[src/rtl/rounder_flags.sv]
// Rounding-stage flag generator.
// Takes an unrounded significand/exponent pair and produces, one cycle later:
//   lz   - leading-zero count of the significand (0 when the 2^1 bit is set)
//   TINY - value is nonzero and its normalised exponent falls below emin
//   OVF1 - raw exponent exceeds emax (independent of the significand)
// emin/emax follow the format select (double vs single). A fully pipelined
// stage with no handshake: a new input set is accepted every cycle.
module rounder_flags (
  input  logic        clk,
  input  logic        rst_n,
  input  logic [56:0] fr,
  input  logic [12:0] er,
  input  logic        db,
  output logic        TINY,
  output logic        OVF1,
  output logic [5:0]  lz
);

  logic        [5:0]  lz_c;
  logic        [13:0] er_ext;
  logic        [13:0] lz_ext;
  logic signed [13:0] diff_c;
  logic signed [13:0] emin_c;
  logic signed [12:0] emax_c;
  logic               tiny_c;
  logic               ovf_c;

  // Priority leading-zero count over fr[55:0]; the highest set bit wins,
  // and a set integer bit fr[56] forces zero.
  always_comb begin
    lz_c = 6'd56;
    for (int i = 0; i < 56; i++) begin
      if (fr[i]) lz_c = 6'(55 - i);
    end
    if (fr[56]) lz_c = 6'd0;
  end

  // 14-bit signed arithmetic: er - lz spans -4152..4095, so no wrap is possible.
  assign er_ext = {er[12], er};
  assign lz_ext = {8'b0, lz_c};
  assign diff_c = $signed(er_ext) - $signed(lz_ext);

  assign emin_c = db ? -14'sd1022 : -14'sd126;
  assign emax_c = db ? 13'sd1023  : 13'sd127;

  // An all-zero significand is exact zero, never tiny.
  assign tiny_c = (|fr) && (diff_c < emin_c);
  assign ovf_c  = $signed(er) > emax_c;

  // Output register with synchronous active-low clear; reset discards any in-flight result.
  always_ff @(posedge clk) begin
    if (!rst_n) begin
      TINY <= 1'b0;
      OVF1 <= 1'b0;
      lz   <= 6'd0;
    end else begin
      TINY <= tiny_c;
      OVF1 <= ovf_c;
      lz   <= lz_c;
    end
  end

endmodule

[config.mk]
export PLATFORM = sky130hd
export DESIGN_NAME = rounder_flags
export DESIGN_NICKNAME = d
export VERILOG_FILES = /design/src/rtl/rounder_flags.sv
export SDC_FILE = /design/constraint.sdc
export NUM_CORES = 1
export LEC_CHECK = 0
export BUFFER_PORTS_ARGS = -buffer_cell sky130_fd_sc_hd__buf_4
export CORE_AREA = 2 2 58 60
export CTS_BUF_LIST = sky130_fd_sc_hd__clkbuf_8
export CTS_CLUSTER_DIAMETER = 100
export DETAILED_ROUTE_END_ITERATION = 7
export DIE_AREA = 0 0 60 62
export PLACE_DENSITY = 0.89
export RECOVER_POWER = 25
export SYNTH_ARGS = -nofsm -noshare
export SYNTH_HDL_FRONTEND = slang
export SYNTH_SLANG_ARGS = --single-unit
[constraint.sdc]
create_clock -name clk -period 10.55 [get_ports clk]
set_input_delay 1.5825 -clock clk [delete_from_list [all_inputs] [get_ports clk]]
set_output_delay 1.5825 -clock clk [all_outputs]
set_load 0.01 [all_outputs]
* Yosys cells after proc, flatten, opt, wreduce, memory -nomap -nowiden
Cells that the tools add are included.
Storage, ports and cells: register bits after elaboration 8, output and inout bits 8, input bits 73
Cells by class: reduce and logical (&&, ||, !) cells 2, order comparisons 2, $add $sub $neg 1, mux-type cells 59
Operators with widths (number):
- 2-to-1 mux 6 bit | 56
- OR reduction 57 bit | 1
- 2-to-1 mux 10 bit | 2
- < comparator 14 x 11 -> 1 bit | 1
- subtractor 13 x 7 -> 14 bit | 1
- > comparator 13 x 11 -> 1 bit | 1
- 2-to-1 mux 4 bit | 1
- logical AND 1 bit | 1

* Depth between registers and ports, before layout
Gate-level depths: netlist of run 1.
word-level depth 60, mapped depth 22, mapped depth without buffers 22

* Worst setup path after synthesis of run 1
OpenSTA, ideal clock, no wires.
path type input port to flip-flop, start input fr[7], end register TINY, buffers on the path 0, stages on the path 22, data arrival time 5746 ps, setup slack 4730 ps, path through or4_1 > o21ai_0 > a21oi_1 > o21ai_0 > a31oi_1 > o21ai_0 > nand3_1 > a31o_2 > ha_1 > a21o_1 > a211o_1 > a21oi_1 > nor2b_1 > nand2b_1 > xnor2_1 > ha_1 > a21o_1 > a21oi_1 > nand4_1 > a2111oi_2 > o22ai_1 > a31oi_1
Between the ends: word-level cells in the longest chain between the ends 53, elaborated cells between the ends (all ways) 54
RTL lines:
- start, declared | line 11 | input logic [56:0] fr,
- 2-to-1 mux 6 bit (49 in series) | line 33 | if (fr[i]) lz_c = 6'(55 - i);
- 2-to-1 mux 6 bit | line 35 | if (fr[56]) lz_c = 6'd0;
- subtractor 13 x 7 -> 14 bit | line 41 | assign diff_c = $signed(er_ext) - $signed(lz_ext);
- < comparator 14 x 11 -> 1 bit | line 47 | assign tiny_c = (|fr) && (diff_c < emin_c);
- logical AND 1 bit (*) | line 47
- end signal, assigned | line 57 | TINY <= tiny_c;
- end, declared | line 14 | output logic TINY,
Every way passes the cells marked *; elsewhere a longest branch is shown, timed or not. A chain may end at the register's enable or synchronous reset.

* Worst setup path after layout of run 1
Same ends and word-level chain as after synthesis.

==> results of run 1 <==
## kinds of logic after synthesis
group	synth area share, %
buffers and inverters	3.04
adders and majority gates	10.6
DFF	10.8
and+or+nand+nor	35.1
AOI/OAI and AO/OA	36.2
xor gates and xnor gates	4.14
## Yosys cell counts (all sizes together) (2+ instances only)
master,number,area [sq um]
dfxtp,8,160
a211oi,5,37.5
nor4,10,62.6
o21ai,12,60.1
nor2,39,146
a21oi,19,98.9
nand3,6,30.0
or2,2,12.5
o31ai,6,45.0
ha,11,138
xnor2,2,17.5
o21a,5,37.5
a221o,2,20.0
nor2b,7,43.8
a2111oi,3,51.3
or4,2,15.0
inv,12,45.0
nand4,5,31.3
a31oi,4,25.0
a211o,3,26.3
nor3,15,75.1
nand2b,2,12.5
o21bai,2,15.0
a21o,5,37.5
xor2,5,43.8
nand2,15,56.3
## critical path: cells and delay by family
kind,cells,cell delay (ns)
AO/OA/AOI/OAI,15,2.88
AND/OR/NAND/NOR,4,0.89
adder cells (fa/ha/maj),2,0.58
XOR/XNOR,1,0.16
buffers and inverters,1,0.12
## cell usage in the layout (no fill, tap or decap), types with 2 or more instances in the layout
master | synthesis | routed
o21a_1 | 5 | 5
a221o_1 | 2 | 2
o21bai_1 | 2 | 2
nor3_1 | 15 | 15
xnor2_1 | 2 | 2
a211oi_1 | 5 | 5
o21ai_0 | 11 | 11
a211o_1 | 3 | 3
a31oi_1 | 4 | 4
a21oi_1 | 18 | 18
nand2b_1 | 2 | 2
nand3_1 | 6 | 6
dfxtp_1 | 8 | 8
a21o_1 | 5 | 5
or4_1 | 2 | 2
nor4_1 | 10 | 10
o31ai_1 | 6 | 6
inv_1 | 12 | 12
buf_4 | 0 | 76
nor2b_1 | 7 | 7
nand2_1 | 15 | 15
clkbuf_1 | 0 | 4
ha_1 | 11 | 11
xor2_1 | 5 | 5
or2_2 | 2 | 2
clkbuf_8 | 0 | 3
nand4_1 | 5 | 5
nor2_1 | 39 | 39
## registers in the layout, summed over array words and instances (netlist names)
| signal | cells |
|---|---|
| OVF1 | 1 |
| TINY | 1 |
| lz | 6 |
## final timing paths
kind               start  endpoint
setup / recovery   fr[7]      TINY
hold / removal    er[12]      OVF1
## routing by layer
layer / global-route usage [%] / vias to the layer above / wire (um)
met5: 0 / - / 0
li1: - / 1014 / -
met4: 6.98 / 0 / 82
met3: 3.11 / 11 / 313
met2: 47.5 / 85 / 2510
met1: 29.7 / 918 / 1970
## layout make-up
cell class,instances,area (sq um),area share (%)
inverter,12,45.0,2.08
clock buffer,3,41.3,1.91
multi-input combinational,202,1280,58.9
tap,46,57.6,2.66
timing repair buffer,80,586,27.0
sequential,8,160,7.39
## power by group through the flow
stage / Combinational, W / Clock (W) / Sequential [W]
2_1_floorplan: 0.0000279 / 0 / 0.0000323
3_3_place_gp: 0.0000630 / 0 / 0.0000319
3_5_place_dp: 0.0000639 / 0 / 0.0000319
4_1_cts: 0.0000645 / 0.0000370 / 0.0000314
5_1_grt: 0.0000708 / 0.0000394 / 0.0000315
6_report: 0.0000647 / 0.0000373 / 0.0000314
## through the flow
step | power [W] | cells | hold slack (ns) | area [sq um]
after floorplan | 0.0000602 | 222 | 1.66 | 1480
after global placement | 0.0000949 | 348 | 1.79 | 2140
after detailed placement | 0.0000958 | 348 | 1.78 | 2140
after CTS | 0.000133 | 351 | 1.55 | 2180
after global routing | 0.000142 | 351 | 1.55 | 2170
final | 0.000133 | 351 | 1.55 | 2170
==> results_dict.tcl, run 1 <==
set metrics [dict create \
    h-tree-depth 1 \
    initial_utilization_pct 46.6 \
    synth_nets 307 \
    finalSetupTns_ns 0 \
    cp-end-kind "register" \
    dieWidth_um 60 \
    grt_max_degree 8 \
    die-area_sq_um 3720 \
    grt_pass1_vias 1772 \
    overflow 0 \
    maxCapViolations 0 \
    fp-row-count 21 \
    worst_pin_slew_ns 0.612 \
    slew_headroom_pct 58.1 \
    min_period_ns 6.09 \
    synthFlopType "dfxtp_1" \
    cp_max_fo 4 \
    cts-resized-gates 0 \
    nFillCells 304 \
    cpMaxStageDelayCell "or4_1" \
    drive_above_1_share_pct 28.2 \
    critPathKind "input port to register" \
    setup_viol 0 \
    num_vias 2028 \
    power.leakage_nw 0.924 \
    syn_area_sq_um 1480 \
    ys_seq_elements 8 \
    switchingPower_w 0.0000445 \
    comb_power_share_pct 48.5 \
    tritoncts "done" \
    holdBufCountCts 0 \
    antenna_found_initial 0 \
    cp_cell_sequence "buf_4 > or4_1 > o21ai_0 > a21oi_1 > o21ai_0 > a31oi_1 > o21ai_0 > nand3_1 > a31o_2 > ha_1 > a21o_1 > a21o_1 > a21o_1 > a211oi_1 > nand2_1 > a21oi_1 > xor2_1 > ha_1 > a21oi_1 > nand4_1 > a2111oi_2 > o22ai_1 > a31oi_1" \
    nets 392 \
    layout_setup_ws_ns 4.46 \
    clkSinkCount 8 \
    netlist_instances 222 \
    vdd_ir_drop_max_v 0.0000322 \
    rsz0062_at_grt "false" \
    p_seq_share_pct 23.5 \
    period_share_pct 57.8 \
    grt_use_total_pct 25.1 \
    root_buffer "clkbuf_8" \
    status "finished clean" \
    routed_via_density 5.78 \
    die_h_um 62 \
    ys_types 45 \
    core-area_sq_um 3180 \
    powerDensity_nw_per_um2 61.6 \
    cp.required_ns 10.70 \
    ant_nets 0 \
    swShare_pct 33.4 \
    dr.first_iter.drc_count 112 \
    p_int_w 0.0000889 \
    cpPeakStageDelay_ns 0.54 \
    slew_viol_final 0 \
    wl_per_cell_um 13.9 \
    worst_setup_path_start_kind "input port" \
    fmax_mhz 164 \
    yosysSeqAreaShare_pct 10.8 \
    portBuffers 80 \
    clkPwrFrac_pct 28.0 \
    hold_viol 0 \
    cts_buffers 3 \
    drc 0 \
    gp_congestion 0.921 \
    hpwlAfterDp_um 4190 \
    areaGrowthSynthToFinish_pct 46.2 \
    async_reset_ff_share_pct 0 \
    fin_util_pct 68.1 \
    ys_warn_count 0 \
    place_ws_ns 4.24 \
    arrival_ns 6.24 \
    min_path_cells 2 \
    syn_area_per_cell_sq_um 6.67 \
    grt_pass1_wl_um 7340 \
    drt-total-wl_um 4880 \
    firstDrtPassIters 5 \
    cts.path.max_buffers 2 \
    diodes 0 \
    boundaryPins 81 \
    cts.clk_slew.worst_paths_ns 0.04 \
    synth-edff-count 0 \
    hp-class "input port to register" \
    post_cts_buffers 0 \
]
Note: power is estimated with default switching activity, not from simulation.
==> run 2, diff against run 1 <==
--- a/config.mk
+++ b/config.mk
@@ -6,12 +6,12 @@
 export NUM_CORES = 1
 export LEC_CHECK = 0
 export BUFFER_PORTS_ARGS = -buffer_cell sky130_fd_sc_hd__buf_4
-export CORE_AREA = 2 2 58 60
+export CORE_AREA = 2 2 63 65
 export CTS_BUF_LIST = sky130_fd_sc_hd__clkbuf_8
 export CTS_CLUSTER_DIAMETER = 100
 export DETAILED_ROUTE_END_ITERATION = 7
-export DIE_AREA = 0 0 60 62
-export PLACE_DENSITY = 0.89
+export DIE_AREA = 0 0 65 67
+export PLACE_DENSITY = 0.81
 export RECOVER_POWER = 25
 export SYNTH_ARGS = -nofsm -noshare
 export SYNTH_HDL_FRONTEND = slang
==> constraint.sdc (replaced) <==
create_clock -name clk -period 5.15 [get_ports clk]
set_input_delay 0.7725 -clock clk [delete_from_list [all_inputs] [get_ports clk]]
set_output_delay 0.7725 -clock clk [all_outputs]
set_load 0.01 [all_outputs]
==> run 2 against run 1 <==
Final area rose by 13%. Die area rose by 17%. First-iteration DRC count increased by 3.6%. Core utilization down 0.43 points. Non-clock buffer count grew 23. Worst setup slack worse by 4.3 ns. Sequential power increased by 110%. Via count is 4.4% higher. Combinational power increased by 150%. Count of clock-buffer cells in the layout stayed put. Worst hold slack worse by 0.80 ns. Power is 120% higher.
==> results_dict.tcl, run 2 (synthesis results as in run 1) <==
set metrics [dict create \
    worst_pin_slew_ns 0.554 \
    min_path_cells 2 \
    cts_buffers 3 \
    h-tree-depth 1 \
    power.leakage_nw 1.05 \
    drc 0 \
    antenna_found_initial 0 \
    dp.cells 369 \
    worstHoldStart "er[12]" \
    hp-class "input port to register" \
    finalSetupTns_ns 0 \
    fin_util_pct 67.7 \
    place_ws_ns -0.374 \
    cp.required_ns 5.29 \
    wl_per_cell_um 14.2 \
    holdBufCountCts 0 \
    dr.first_iter.drc_count 116 \
    worst_hold_slack_ns 0.750 \
    root_buffer "clkbuf_8" \
    reg_top3 "lz (6), OVF1 (1), TINY (1)" \
    critPathKind "input port to register" \
    portBuffers 80 \
    ant_nets 0 \
    slew_viol_final 0 \
    fmax_mhz 201 \
    drt-total-wl_um 5330 \
    die_h_um 67 \
    layout_setup_ws_ns 0.175 \
    grt_pass1_wl_um 8370 \
    hpwlAfterDp_um 4330 \
    cp-end-kind "register" \
    routed_via_density 5.63 \
    diodes 0 \
    hold_viol 0 \
    fin_cells 376 \
    setup_viol 0 \
    largest-register "lz" \
    initial_utilization_pct 41.1 \
    worst_setup_path_start_kind "input port" \
    cts.path.max_buffers 2 \
    drive_above_1_share_pct 37.5 \
    cp_max_fo 2 \
    firstDrtPassIters 4 \
    gp_congestion 0.927 \
    final_common_cell "buf_4" \
    rsz0062_at_grt "true" \
    nets 415 \
    slew_headroom_pct 62.1 \
    core-area_sq_um 3610 \
    largest_reg_flops 6 \
    clkSinkCount 8 \
    vdd_ir_drop_max_v 0.0000736 \
    min_period_ns 4.97 \
    overflow 0 \
    grt_use_total_pct 23.4 \
    fp-row-count 22 \
    min_to "OVF1" \
    arrival_ns 5.12 \
    dieWidth_um 65 \
    powerDensity_nw_per_um2 121 \
    status "finished clean" \
    num_vias 2117 \
    die-area_sq_um 4360 \
    grt_pass1_vias 2002 \
    period_share_pct 96.6 \
    areaGrowthSynthToFinish_pct 64.8 \
    boundaryPins 81 \
    cts.clk_slew.worst_paths_ns 0.04 \
    maxCapViolations 0 \
    tritoncts "done" \
    mostFrequentLayoutCells "buf_4 (98), nor2_1 (38), nand2_1 (15), a21oi_1 (15), nor3_1 (15)" \
    grt_max_degree 8 \
]
## run 2: cell types whose count changed in the layout (fill, tap and decap cells not counted), moves of 2 or more
| cell | before | now |
|---|---|---|
| buf_4 | 76 | 98 |
| a21oi_1 | 18 | 15 |
| o21ai_1 | 1 | 4 |
| a21oi_2 | 1 | 4 |
| o21ai_0 | 11 | 7 |
| buf_6 | 0 | 2 |
## run 2: final cells by class
class	instances	area, sq um
repair buffers	103	769
clock buffers	3	41.3
well taps	48	60.1
inverters	12	45.0
multi-input cells	202	1370
flip-flops and latches	8	160
fillers	310	1160
## run 2: repair_timing
item | in CTS | in global routing
hold endpoints to repair | 0 | 0
pin swaps | 0 | 21
gates resized for setup | 6 | 17
setup buffers | 0 | 4
setup endpoints to repair | 1 | 1
## run 2: worst max path at each step
stage | start | endpoint | slack (ns) | depth (start not counted)
3_3_place_gp | fr[7] | TINY | -0.15 | 23
4_1_cts | fr[7] | TINY | 0.03 | 23
3_5_place_dp | fr[2] | TINY | -0.37 | 22
2_1_floorplan | fr[7] | TINY | 0.14 | 22
6_report | fr[3] | TINY | 0.18 | 22
5_1_grt | fr[7] | TINY | -0.08 | 23
## run 2: report_power, final
part	total, W	switching (W)	internal [W]	leakage [nW]
logic	0.000159	0.0000747	0.0000846	0.967
registers	0.0000644	0.000000493	0.0000639	0.0651
clock network	0.0000713	0.0000210	0.0000503	0.0216
total	0.000295	0.0000962	0.000199	1.05
## run 2: critical path, cell delays in order
cell	delay, ns
buf_6	0.10
o31ai_4	0.24
a211oi_2	0.09
o31ai_1	0.23
a211oi_1	0.10
o31a_1	0.32
nor4_4	0.32
o21ai_2	0.12
fa_2	0.41
a21o_1	0.20
a211o_1	0.27
a21oi_2	0.17
nor2b_4	0.20
nand2b_1	0.08
xnor2_1	0.13
ha_1	0.31
a21o_1	0.17
a21oi_2	0.16
nand4_1	0.16
nor4b_2	0.29
o22ai_1	0.09
a31oi_1	0.16
## run 2: through the flow
step | instance area, sq um | total power (W)
6_report | 2440 | 0.000295
5_1_grt | 2440 | 0.000315
4_1_cts | 2340 | 0.000282
3_5_place_dp | 2280 | 0.000208
3_3_place_gp | 2280 | 0.000205
2_1_floorplan | 1480 | 0.000123
## run 2: routing by layer
metal	vias up	routed length, um	track usage [%]
li1	1059	-	-
met1	971	2270	29.0
met2	79	2680	43.9
met3	8	330	2.36
met4	0	49	4.26
met5	-	0	0
==> run 3, diff against run 2 <==
==> constraint.sdc (replaced) <==
create_clock -name clk -period 5.15 [get_ports clk]
set_input_delay 0.7725 -clock clk [delete_from_list [all_inputs] [get_ports clk]]
set_output_delay 0.7725 -clock clk [all_outputs]
set_load 0.005 [all_outputs]
==> run 3 against run 2 <==
Critical path depth did not move. Worst setup slack better by 0.0022 ns. Power is 0.19% lower. Flip-flop and latch count unchanged. Core utilization increased by 0.21 points. Combinational power about the same. Wire length fell by 0.23%. Critical path type unchanged.
==> results_dict.tcl, run 3 (synthesis results as in run 1) <==
set metrics [dict create \
    vdd_ir_drop_max_v 0.0000749 \
    cts_buffers 3 \
    cpPeakStageDelay_ns 0.41 \
    status "finished clean" \
    hold_viol 0 \
    critPathKind "input port to register" \
    fin_util_pct 67.9 \
    routed_via_density 5.64 \
    worst_hold_slack_ns 0.747 \
    num_vias 2119 \
    slew_viol_final 0 \
    cts.clk_slew.worst_paths_ns 0.04 \
    initial_utilization_pct 41.1 \
    nets 415 \
    cp-end-kind "register" \
    min_to "OVF1" \
    slew_headroom_pct 62.1 \
    layout_setup_ws_ns 0.178 \
    portBuffers 80 \
    arrival_ns 5.11 \
    diodes 0 \
    core-area_sq_um 3610 \
    reg_top3 "lz (6), OVF1 (1), TINY (1)" \
    mostFrequentLayoutCells "buf_4 (98), nor2_1 (38), nand2_1 (15), a21oi_1 (15), nor3_1 (15)" \
    min_period_ns 4.97 \
    grt_use_total_pct 23.4 \
    drive_above_1_share_pct 38.1 \
    final_common_cell "buf_4" \
    power.leakage_nw 1.06 \
    worstHoldStart "er[12]" \
    cts.path.max_buffers 2 \
    period_share_pct 96.6 \
    nFillCells 308 \
    worst_pin_slew_ns 0.554 \
    largest_reg_flops 6 \
    grt_pass1_wl_um 8370 \
    cp_cell_sequence "buf_6 > o31ai_4 > a211oi_2 > o31ai_1 > a211oi_1 > o31a_1 > nor4_4 > o21ai_2 > fa_2 > a21o_1 > a211o_1 > a21oi_2 > nor2b_4 > nand2b_1 > xnor2_1 > ha_1 > a21o_1 > a21oi_2 > nand4_1 > nor4b_2 > o22ai_1 > a31oi_1" \
    dpl-instance-area_sq_um 2280 \
    cp_max_fo 2 \
    drt-total-wl_um 5320 \
    drc 0 \
    min_path_cells 2 \
    wl_per_cell_um 14.1 \
    fmax_mhz 201 \
    fp-row-count 22 \
    areaGrowthSynthToFinish_pct 65.3 \
    root_buffer "clkbuf_8" \
    cp.required_ns 5.29 \
    place_ws_ns -0.374 \
    die_h_um 67 \
    overflow 0 \
    final_cell_area_sq_um 2450 \
    die-area_sq_um 4360 \
    hpwlAfterDp_um 4330 \
    grt_pass1_vias 2002 \
    dr.first_iter.drc_count 111 \
    h-tree-depth 1 \
    setup_viol 0 \
    maxCapViolations 0 \
    rsz0062_at_grt "true" \
    boundaryPins 81 \
    grt_max_degree 8 \
    clkSinkCount 8 \
    gp_congestion 0.927 \
    antenna_found_initial 0 \
    largest-register "lz" \
    worst_setup_path_start_kind "input port" \
    tritoncts "done" \
    powerDensity_nw_per_um2 120 \
    ant_nets 0 \
    cpMaxStageDelayCell "fa_2" \
    hp-class "input port to register" \
    firstDrtPassIters 4 \
    dieWidth_um 65 \
]
-- run 3: cell counts in the layout (fill, tap and decap cells not counted) --
Identical to the previous run, type by type.
-- run 3: critical path: cells and delay by family --
kind	cells	cell delay (ns)
buffers and inverters	1	0.10
adder cells (fa/ha/maj)	2	0.72
XOR/XNOR	1	0.13
AND/OR/NAND/NOR	5	1.05
AO/OA/AOI/OAI	13	2.32
-- run 3: worst max-delay path by stage --
stage | from | cells after the start | slack, ns | end
floorplan | fr[7] | 22 | 0.14 | TINY
global placement | fr[7] | 23 | -0.15 | TINY
detailed placement | fr[2] | 22 | -0.37 | TINY
CTS | fr[7] | 23 | 0.03 | TINY
global route | fr[7] | 23 | -0.08 | TINY
finish | fr[3] | 22 | 0.18 | TINY
-- run 3: cell type report --
class / count / area [sq um] / share of cell area, %
sequential: 8 / 160 / 6.54
timing repair buffer: 103 / 777 / 31.7
multi-input combinational: 202 / 1370 / 55.7
inverter: 12 / 45.0 / 1.84
tap: 48 / 60.1 / 2.45
clock buffer: 3 / 41.3 / 1.69
-- run 3: report_power, final --
| group | leakage [nW] | switching (W) | internal (W) | total, W |
|---|---|---|---|---|
| combinational | 0.974 | 0.0000740 | 0.0000847 | 0.000159 |
| clock | 0.0216 | 0.0000210 | 0.0000503 | 0.0000713 |
| sequential | 0.0651 | 0.000000491 | 0.0000639 | 0.0000644 |
| total | 1.06 | 0.0000956 | 0.000199 | 0.000294 |
-- run 3: per-layer routing --
| metal | vias to the layer above | share of wire, % | GRT usage (%) |
|---|---|---|---|
| met1 | 974 | 43 | 29.0 |
| met3 | 8 | 5.8 | 2.36 |
| met5 | - | 0 | 0 |
| met2 | 75 | 50 | 43.9 |
| li1 | 1062 | - | - |
| met4 | 0 | 0.92 | 4.26 |
-- run 3: stage by stage --
step	setup TNS (ns)	instances	total power (W)
floorplan	0	222	0.000123
global placement	-0.147	369	0.000205
detailed placement	-0.374	369	0.000207
CTS	0	372	0.000282
global route	-0.0811	376	0.000315
finish	0	376	0.000294
-- run 3: timing repair --
item	in CTS	in global routing
resized for setup	6	17
pin swaps	0	21
setup buffers	0	4
endpoints found under the setup margin	1	1
hold buffers	0	0
cloned	0	0
